`src/rtl/mem_bus_pkg.sv`:
```
// rtl/mem_bus_pkg.sv - shared types and constants for the memory bus arbiter
package mem_bus_pkg;

  localparam int ADDR_W_DEF = 24;
  localparam int DATA_W_DEF = 16;

  typedef enum logic [1:0] {
    S_IDLE  = 2'd0,
    S_GRANT = 2'd1,
    S_DONE  = 2'd2
  } state_e;

  localparam logic OWNER_CPU = 1'b0;
  localparam logic OWNER_AUX = 1'b1;

  localparam logic [15:0] TIMEOUT_DATA = 16'hFFFF;

endpackage

```
`src/rtl/bus_watchdog.sv`:
```
// rtl/bus_watchdog.sv - cycle counter that flags a transfer stuck waiting for ack
module bus_watchdog #(
  parameter int TIMEOUT = 255
) (
  input  logic i_clk,
  input  logic i_rst_n,
  input  logic i_clr,
  input  logic i_en,
  output logic o_expired
);

  localparam int CW = (TIMEOUT > 0) ? $clog2(TIMEOUT + 1) : 1;
  localparam logic [CW-1:0] LAST = CW'((TIMEOUT > 0) ? TIMEOUT - 1 : 0);

  logic [CW-1:0] r_cnt;
  logic          w_at_last;

  // TIMEOUT of zero disables expiry entirely; the counter still runs harmlessly
  assign w_at_last = (TIMEOUT != 0) && (r_cnt == LAST);
  assign o_expired = w_at_last;

  always_ff @(posedge i_clk or negedge i_rst_n) begin
    if (!i_rst_n) begin
      r_cnt <= '0;
    end else if (i_clr) begin
      r_cnt <= '0;
    end else if (i_en && !w_at_last) begin
      r_cnt <= r_cnt + CW'(1);
    end
  end

endmodule

```
`src/rtl/mem_bus_arbiter.sv`:
```
// rtl/mem_bus_arbiter.sv - two-master arbiter (CPU + aux) for the single memory port
module mem_bus_arbiter
  import mem_bus_pkg::*;
#(
  parameter int ADDR_W       = ADDR_W_DEF,
  parameter int DATA_W       = DATA_W_DEF,
  parameter int STARVE_LIMIT = 4,
  parameter int TIMEOUT      = 255
) (
  input  logic              i_clk,
  input  logic              i_rst_n,
  input  logic              i_cpu_load,
  input  logic              i_cpu_store,
  input  logic [ADDR_W-1:0] i_cpu_addr,
  input  logic [DATA_W-1:0] i_cpu_wdata,
  output logic [DATA_W-1:0] o_cpu_rdata,
  output logic              o_cpu_ready,
  input  logic              i_aux_req,
  input  logic              i_aux_we,
  input  logic [ADDR_W-1:0] i_aux_addr,
  input  logic [DATA_W-1:0] i_aux_wdata,
  output logic [DATA_W-1:0] o_aux_rdata,
  output logic              o_aux_ready,
  output logic              o_aux_err,
  output logic              o_mem_req,
  output logic              o_mem_we,
  output logic [ADDR_W-1:0] o_mem_addr,
  output logic [DATA_W-1:0] o_mem_wdata,
  input  logic [DATA_W-1:0] i_mem_rdata,
  input  logic              i_mem_ack,
  output logic              o_owner,
  output logic              o_busy,
  output logic              o_timeout_flag
);

  localparam int SW = (STARVE_LIMIT > 0) ? $clog2(STARVE_LIMIT + 1) : 1;
  localparam logic [SW-1:0] STARVE_MAX = SW'(STARVE_LIMIT);

  state_e            r_state;
  logic              r_mem_req;
  logic              r_mem_we;
  logic [ADDR_W-1:0] r_mem_addr;
  logic [DATA_W-1:0] r_mem_wdata;
  logic [DATA_W-1:0] r_cpu_rdata;
  logic [DATA_W-1:0] r_aux_rdata;
  logic              r_cpu_ready;
  logic              r_aux_ready;
  logic              r_aux_err;
  logic              r_owner;
  logic              r_timeout_flag;
  logic [SW-1:0]     r_starve_cnt;

  logic w_cpu_rq;
  logic w_any_rq;
  logic w_grant_aux;
  logic w_wd_clr;
  logic w_wd_en;
  logic w_wd_expired;

  assign w_cpu_rq    = i_cpu_load | i_cpu_store;
  assign w_any_rq    = w_cpu_rq | i_aux_req;
  // Aux wins when it is alone, or when the CPU has used up its starvation budget
  assign w_grant_aux = i_aux_req & (~w_cpu_rq | (r_starve_cnt == STARVE_MAX));

  assign w_wd_clr = (r_state != S_GRANT);
  assign w_wd_en  = (r_state == S_GRANT) && !i_mem_ack;

  bus_watchdog #(
    .TIMEOUT(TIMEOUT)
  ) u_watchdog (
    .i_clk    (i_clk),
    .i_rst_n  (i_rst_n),
    .i_clr    (w_wd_clr),
    .i_en     (w_wd_en),
    .o_expired(w_wd_expired)
  );

  always_ff @(posedge i_clk or negedge i_rst_n) begin
    if (!i_rst_n) begin
      r_state        <= S_IDLE;
      r_mem_req      <= 1'b0;
      r_mem_we       <= 1'b0;
      r_mem_addr     <= '0;
      r_mem_wdata    <= '0;
      r_cpu_rdata    <= '0;
      r_aux_rdata    <= '0;
      r_cpu_ready    <= 1'b0;
      r_aux_ready    <= 1'b0;
      r_aux_err      <= 1'b0;
      r_owner        <= OWNER_CPU;
      r_timeout_flag <= 1'b0;
      r_starve_cnt   <= '0;
    end else begin
      case (r_state)
        S_IDLE: begin
          if (w_any_rq) begin
            r_mem_req <= 1'b1;
            r_state   <= S_GRANT;
            if (w_grant_aux) begin
              r_owner      <= OWNER_AUX;
              r_mem_we     <= i_aux_we;
              r_mem_addr   <= i_aux_addr;
              r_mem_wdata  <= i_aux_wdata;
              r_starve_cnt <= '0;
            end else begin
              r_owner     <= OWNER_CPU;
              r_mem_we    <= i_cpu_store;
              r_mem_addr  <= i_cpu_addr;
              r_mem_wdata <= i_cpu_wdata;
              if (!i_aux_req) begin
                r_starve_cnt <= '0;
              end else if (r_starve_cnt != STARVE_MAX) begin
                r_starve_cnt <= r_starve_cnt + SW'(1);
              end
            end
          end
        end

        S_GRANT: begin
          if (i_mem_ack) begin
            r_mem_req   <= 1'b0;
            r_state     <= S_DONE;
            r_cpu_ready <= (r_owner == OWNER_CPU);
            r_aux_ready <= (r_owner == OWNER_AUX);
            if (!r_mem_we) begin
              if (r_owner == OWNER_AUX) r_aux_rdata <= i_mem_rdata;
              else                      r_cpu_rdata <= i_mem_rdata;
            end
          end else if (w_wd_expired) begin
            // Abort: the owner still gets its completion pulse, flagged as failed
            r_mem_req      <= 1'b0;
            r_state        <= S_DONE;
            r_timeout_flag <= 1'b1;
            r_cpu_ready    <= (r_owner == OWNER_CPU);
            r_aux_ready    <= (r_owner == OWNER_AUX);
            r_aux_err      <= (r_owner == OWNER_AUX);
            if (r_owner == OWNER_AUX) r_aux_rdata <= DATA_W'(TIMEOUT_DATA);
            else                      r_cpu_rdata <= DATA_W'(TIMEOUT_DATA);
          end
        end

        S_DONE: begin
          r_cpu_ready <= 1'b0;
          r_aux_ready <= 1'b0;
          r_aux_err   <= 1'b0;
          r_state     <= S_IDLE;
        end

        default: begin
          r_mem_req   <= 1'b0;
          r_cpu_ready <= 1'b0;
          r_aux_ready <= 1'b0;
          r_aux_err   <= 1'b0;
          r_state     <= S_IDLE;
        end
      endcase
    end
  end

  assign o_cpu_rdata    = r_cpu_rdata;
  assign o_cpu_ready    = r_cpu_ready;
  assign o_aux_rdata    = r_aux_rdata;
  assign o_aux_ready    = r_aux_ready;
  assign o_aux_err      = r_aux_err;
  assign o_mem_req      = r_mem_req;
  assign o_mem_we       = r_mem_we;
  assign o_mem_addr     = r_mem_addr;
  assign o_mem_wdata    = r_mem_wdata;
  assign o_owner        = r_owner;
  assign o_busy         = (r_state != S_IDLE);
  assign o_timeout_flag = r_timeout_flag;

endmodule

```
`config.mk`:
```
export PLATFORM = sky130hd
export DESIGN_NAME = mem_bus_arbiter
export DESIGN_NICKNAME = d
export VERILOG_FILES = /design/src/rtl/mem_bus_pkg.sv /design/src/rtl/bus_watchdog.sv /design/src/rtl/mem_bus_arbiter.sv
export SDC_FILE = /design/constraint.sdc
export NUM_CORES = 1
export LEC_CHECK = 0
export BUFFER_PORTS_ARGS = -buffer_cell sky130_fd_sc_hd__buf_4
export CORE_ASPECT_RATIO = 1.75
export CORE_MARGIN = 10
export CORE_UTILIZATION = 30
export DETAILED_ROUTE_END_ITERATION = 12
export HOLD_SLACK_MARGIN = 0.05
export PLACE_DENSITY = 0.63
export SLEW_MARGIN = 20
export SYNTH_ARGS = -nofsm -noshare
export SYNTH_HDL_FRONTEND = slang
export SYNTH_SLANG_ARGS = --single-unit
```
`constraint.sdc`:
```
create_clock -name i_clk -period 1.95 [get_ports i_clk]
set_input_delay 0 -clock i_clk [delete_from_list [all_inputs] [get_ports i_clk]]
set_output_delay 0 -clock i_clk [all_outputs]
set_load 0.03 [all_outputs]
```
# After elaboration in Yosys (flattened, before gate mapping)
# Index checks and enable logic that the tools add are counted.
# Widths: inputs -> output; s select.
# op_classes
addsub	2
eq_ne	12
n_mux	35
n_bitwise	9
reduce_logical	17
# op_table
cell	n
$mux 16	11
$mux 24	1
$mux 8	2
$reduce_and 3->1	4
$mux 1	10
$mux 3	3
$add 8x1->8 const B	1
$eq 8x8->1 const B	1
$reduce_and 4->1	2
$mux 2	3
$ne 2x2->1 const B	3
$pmux 1 s2	3
$reduce_and 2->1	3
$reduce_bool 2->1	3
$not 1->1	5
$ne 2x1->1 const B	2
$pmux 2 s2	1
$add 3x1->3 const B	1
$eq 3x3->1 const B	1
$ne 3x1->1 const B	1
$ne 3x2->1 const B	1
$ne 3x3->1 const B	1
$or 1x1->1	3
$pmux 1 s3	1
6 further kinds	8
# totals
regBits	92
input_bits	103
word_cells	89

# Longest topological paths before layout
# depth
word_depth	6
mapped_depth	7

# Cells and area by module
# A second synthesis with hierarchy kept.
# hier_totals
cells_unflattened	390
area_unflattened_um2	4491.8
# by_module_without_submodules
module	n_inst	cells_each	area_each_um2
mem_bus_arbiter	1	337	3996.3
bus_watchdog	1	53	495.5

# Worst setup path after synthesis
# Ideal clock, no wire load.
# synth_path
path_type	reg-to-reg
start	register r_owner (netlist: o_owner)
end	register r_cpu_rdata[10] (netlist: o_cpu_rdata[10])
setup_time_ns	0.126
t_arrival_ns	1.503
setup_slack_ns	0.321
path_stages_with_launch	7
path_buffers	3
period_less_slack_ns	1.629
path_cell_list	dfrtp_1 > buf_2 > or3b_1 > buf_2 > buf_6 > nor3_1 > nor3_1
# synth_between
elab_chain_len	2
# synth_lines
item	line	source
start, declared	mem_bus_arbiter.sv:49	logic r_owner;
start signal, assigned	mem_bus_arbiter.sv:90	r_owner <= OWNER_CPU;
start signal, assigned	mem_bus_arbiter.sv:100	r_owner <= OWNER_AUX;
start signal, assigned	mem_bus_arbiter.sv:106	r_owner <= OWNER_CPU;
$not 1->1 (no line)	--	
$reduce_and 4->1 (no line)	--	
end signal, assigned	mem_bus_arbiter.sv:127	else r_cpu_rdata <= i_mem_rdata;
end signal, assigned	mem_bus_arbiter.sv:138	else r_cpu_rdata <= DATA_W'(TIMEOUT_DATA);
end, declared	mem_bus_arbiter.sv:44	logic [DATA_W-1:0] r_cpu_rdata;
# Every way passes these cells.
# A chain may end at the register's enable or synchronous reset.

# Final worst setup path
# layout_path
start	register r_starve_cnt[0]
end	register r_mem_we (netlist: o_mem_we)
# layout_between
elab_chain_len	4
# layout_lines
item	line	source
start, declared	mem_bus_arbiter.sv:51	logic [SW-1:0] r_starve_cnt;
start signal, assigned	mem_bus_arbiter.sv:113	r_starve_cnt <= r_starve_cnt + SW'(1);
$eq 3x3->1	mem_bus_arbiter.sv:63	assign w_grant_aux = i_aux_req & (~w_cpu_rq | (r_starve_cnt == STARVE_MAX));
$or 1x1->1	mem_bus_arbiter.sv:63	
$and 1x1->1	mem_bus_arbiter.sv:63	
$mux 1	mem_bus_arbiter.sv:99	if (w_grant_aux) begin
end signal, assigned	mem_bus_arbiter.sv:101	r_mem_we <= i_aux_we;
end signal, assigned	mem_bus_arbiter.sv:107	r_mem_we <= i_cpu_store;
end, declared	mem_bus_arbiter.sv:41	logic r_mem_we;
# Every way passes these cells.

==> results.md <==
- Top-count cell post-synth: dfrtp_1
- Worst VDD drop: 0.000671 V
- CTS sink count: just over 90
- Die Y: about 190 µm
- Share of the yosys chip area belonging to registers: about 48%
- Synth Warn #: 0
- Final setup fails: 0
- Post-synth EDFFs: 0
- CP Data Arrival Time: 2060 ps
- Fin. Hold Viols: 0
- Top cell type by total area after synthesis: dfrtp_1
- Vias: around 5400
- Syn_nets: 641
- Fin nets: 901
- Routability congestion estimate: around 0.84
- Row count: 61
- Vias per cell: 5.45
- HP Start: i_mem_ack
- TritonCTS clock tree: done
- Cell variety after synth: 44
- Max Buffers Root-to-Sink: 2
- Start of the worst register-to-register path: r_starve_cnt[0]
- RSZ-0062 raised after global routing: no
- Crit path launch: r_starve_cnt[0]
- Area grow syn2layout: 59.8%
- Max-slew headroom: 58.4%
- Tcrit/Tclk final: 94.5%
- Number of antenna violations at the first check in global routing: 1
- Crit Path Category: flop to flop
- Hpwl dp: roughly 13 mm
- Final cell count without fillers: 989
- Leakage Power: 3.31 nW
- Post-Syn Area: roughly 4800 µm²
- Tmin final: ~1800 ps
- WP data required: 2170 ps
- Setup slack after layout: 106 ps
- Synth Instances: 534
- Latest clock arrival within the worst-skew pair: about 340 ps
- Routed Antenna Nets: 0
- Ranking of synthesized cells by area: dfrtp_1 48%, nor3_1 7.0%, a211oi_1 5.5%
- Wirelength, routed: ~19 mm
- Critical Path End Type: flop
- Die Width: 115 µm
- Yosys reg bits: 92
- Share of layout cells above drive strength 1: around 30%
- Final non-filler cell area: 7640 µm²
- Maxcap violations: 0
- Power Dens Cells: roughly 1300 nW/µm²
- Worst path cell trace: inv_1 > ha_1 > a21bo_2 > a32oi_1 > dlygate4sd3_1 > o21ai_0
- Avg Inst Size Synth: 8.96 µm²
- GRT Util Overall: 17.5%
- Yosys top cell area share: approximately half
- Setup TNS: 0 ps
- Final setup skew: 7.51 ps
- Ys async rst share: 100%
- Worst-path maximum fanout: 6
- First-pass GRT wire length: 30.9 mm
- Placeable Area: 15800 µm²
- Worst Hold Class: input port to flop
- Crit path max-delay cell type: dlygate4sd3_1
- Placed Area: about 6300 µm²
- Slew @ Worst Pin: 625 ps
- Die Area: 21600 µm²
- CP peak stage delay: 560 ps
- FMAX: 542 MHz
- Commonest cells post-synth: 92 x dfrtp_1, 67 x nor3_1, 46 x a21oi_1
- Largest net degree at the start of global routing: 44
- Worst Setup Start Kind: flop
- Core Util, Final: ~48%
- I/O pin cnt: 183
- # port buffers: 182
- Num CTS Buffers: 9
- Reg2reg setup slack: 110 ps
- Post-CTS Setup Repair Bufs: 0
- Clock tree root buffer cell: clkbuf_16
- Remaining Overflow, GRT: 0
- Clock H-tree levels: 3
- Clock slew at reported path FFs: 70 ps
- DRC violation count after routing: 0
- Initial Utilization: 30.3%
- Placement Setup Slack: 182 ps
- Vias in the first global route: a little under 6000
- Outcome: finished, final reports clean
- Placed Cells: roughly 870
- Synth Flop Type: dfrtp_1
- 1st-pass router iterations: 4
- WL per Instance: between 15 and 20 µm
- Crit-path leading delay family: buffers and inverters
- WP buf/inv: 2
- Iteration-0 DRC Markers: 357
- Final Max Tran Viols: 0
==> logic make-up (layout without fill, tap and decap cells) <==
family	count (synthesis)	in the layout	share of synthesized area, %
and+or+nand+nor	183	183	19.2
AOI/OAI and AO/OA	181	181	22.9
DFF	92	92	48.1
buffers and inverters	65	330	6.75
muxes	9	9	1.94
adders and majority gates	4	4	1.05
other	0	1	0
==> power breakdown <==
part	leakage [nW]	switching, mW	internal, mW
Sequential	1.14	0.490	2.60
Clock	0.142	0.826	0.901
Combinational	2.02	3.34	2.01
Total	3.31	4.66	5.51
==> metrics by stage <==
step	hold slack [ps]	power [mW]
final	62.0	10.2
after floorplan	-296	6.26
after CTS	52.8	10.2
after global placement	34.2	8.16
after detailed placement	43.9	8.30
after global routing	84.3	10.8
==> sequential cells by signal (all words and copies together), names as in the netlist <==
signal            count
r_state               2
o_owner               1
o_mem_addr           24
u_watchdog.r_cnt      8
o_timeout_flag        1
o_mem_we              1
o_mem_wdata          16
o_aux_rdata          16
o_cpu_ready           1
r_starve_cnt          3
o_aux_ready           1
o_mem_req             1
o_aux_err             1
o_cpu_rdata          16
==> layout by cell type, fill, tap and decap left out, types with 3 or more instances in the layout <==
cell           synthesis  routed
nand3_1               43      43
nor2_1                36      35
buf_12                 0       4
dfrtp_1               92      92
ha_1                   4       4
inv_8                  0       3
nand2b_1               5       5
a31oi_1               40      40
a21oi_1               46      46
nor2b_1                6       5
dlygate4sd3_1          0     100
a211oi_1              35      35
nor3_1                67      67
o21ai_0               45      45
mux2i_1                7       7
and4_2                 2       3
clkbuf_16              0       9
buf_4                  3     202
nand2_1               12      12
inv_1                  8       8
==> tightest hold or removal path: stages <==
cell and delay, ps:
buf_4 130, nor2b_1 50, nand4_1 100, mux2i_1 70
==> path summary, 6_finish.rpt <==
| path | endpoint | cells past startpoint |
|---|---|---|
| hold reg to reg | o_timeout_flag | 1 |
| setup reg to reg | o_mem_we | 6 |
| min in group asynchronous | o_mem_addr[18] | 2 |
| setup / recovery | o_mem_we | 6 |
| max in group asynchronous | o_aux_rdata[13] | 3 |
| hold / removal | u_watchdog.r_cnt[7] | 4 |
==> layer usage <==
layer,wire length (µm),global-route usage (%),vias up
li1,-,-,2498
met1,7050,19.2,2581
met2,9480,29.8,267
met5,0,0,-
met4,659,7.00,0
met3,1690,5.81,46
==> area by class of cell <==
class,instances,area (µm²)
Inverter,8,30.0
Clock buffer,9,225
Antenna cell,1,2.50
Multi-Input combinational cell,377,2180
Sequential cell,92,2300
Timing Repair Buffer,306,2600
Tap cell,189,236
Clock inverter,7,67.6
Fill cell,1374,8160
==> timing repair <==
item	in CTS	in global routing
endpoints found under the setup margin	0	6
resized for setup	0	1
endpoints found under the hold margin	112	0
hold buffers	100	0
No activity file was read; power rests on OpenSTA's default activity.
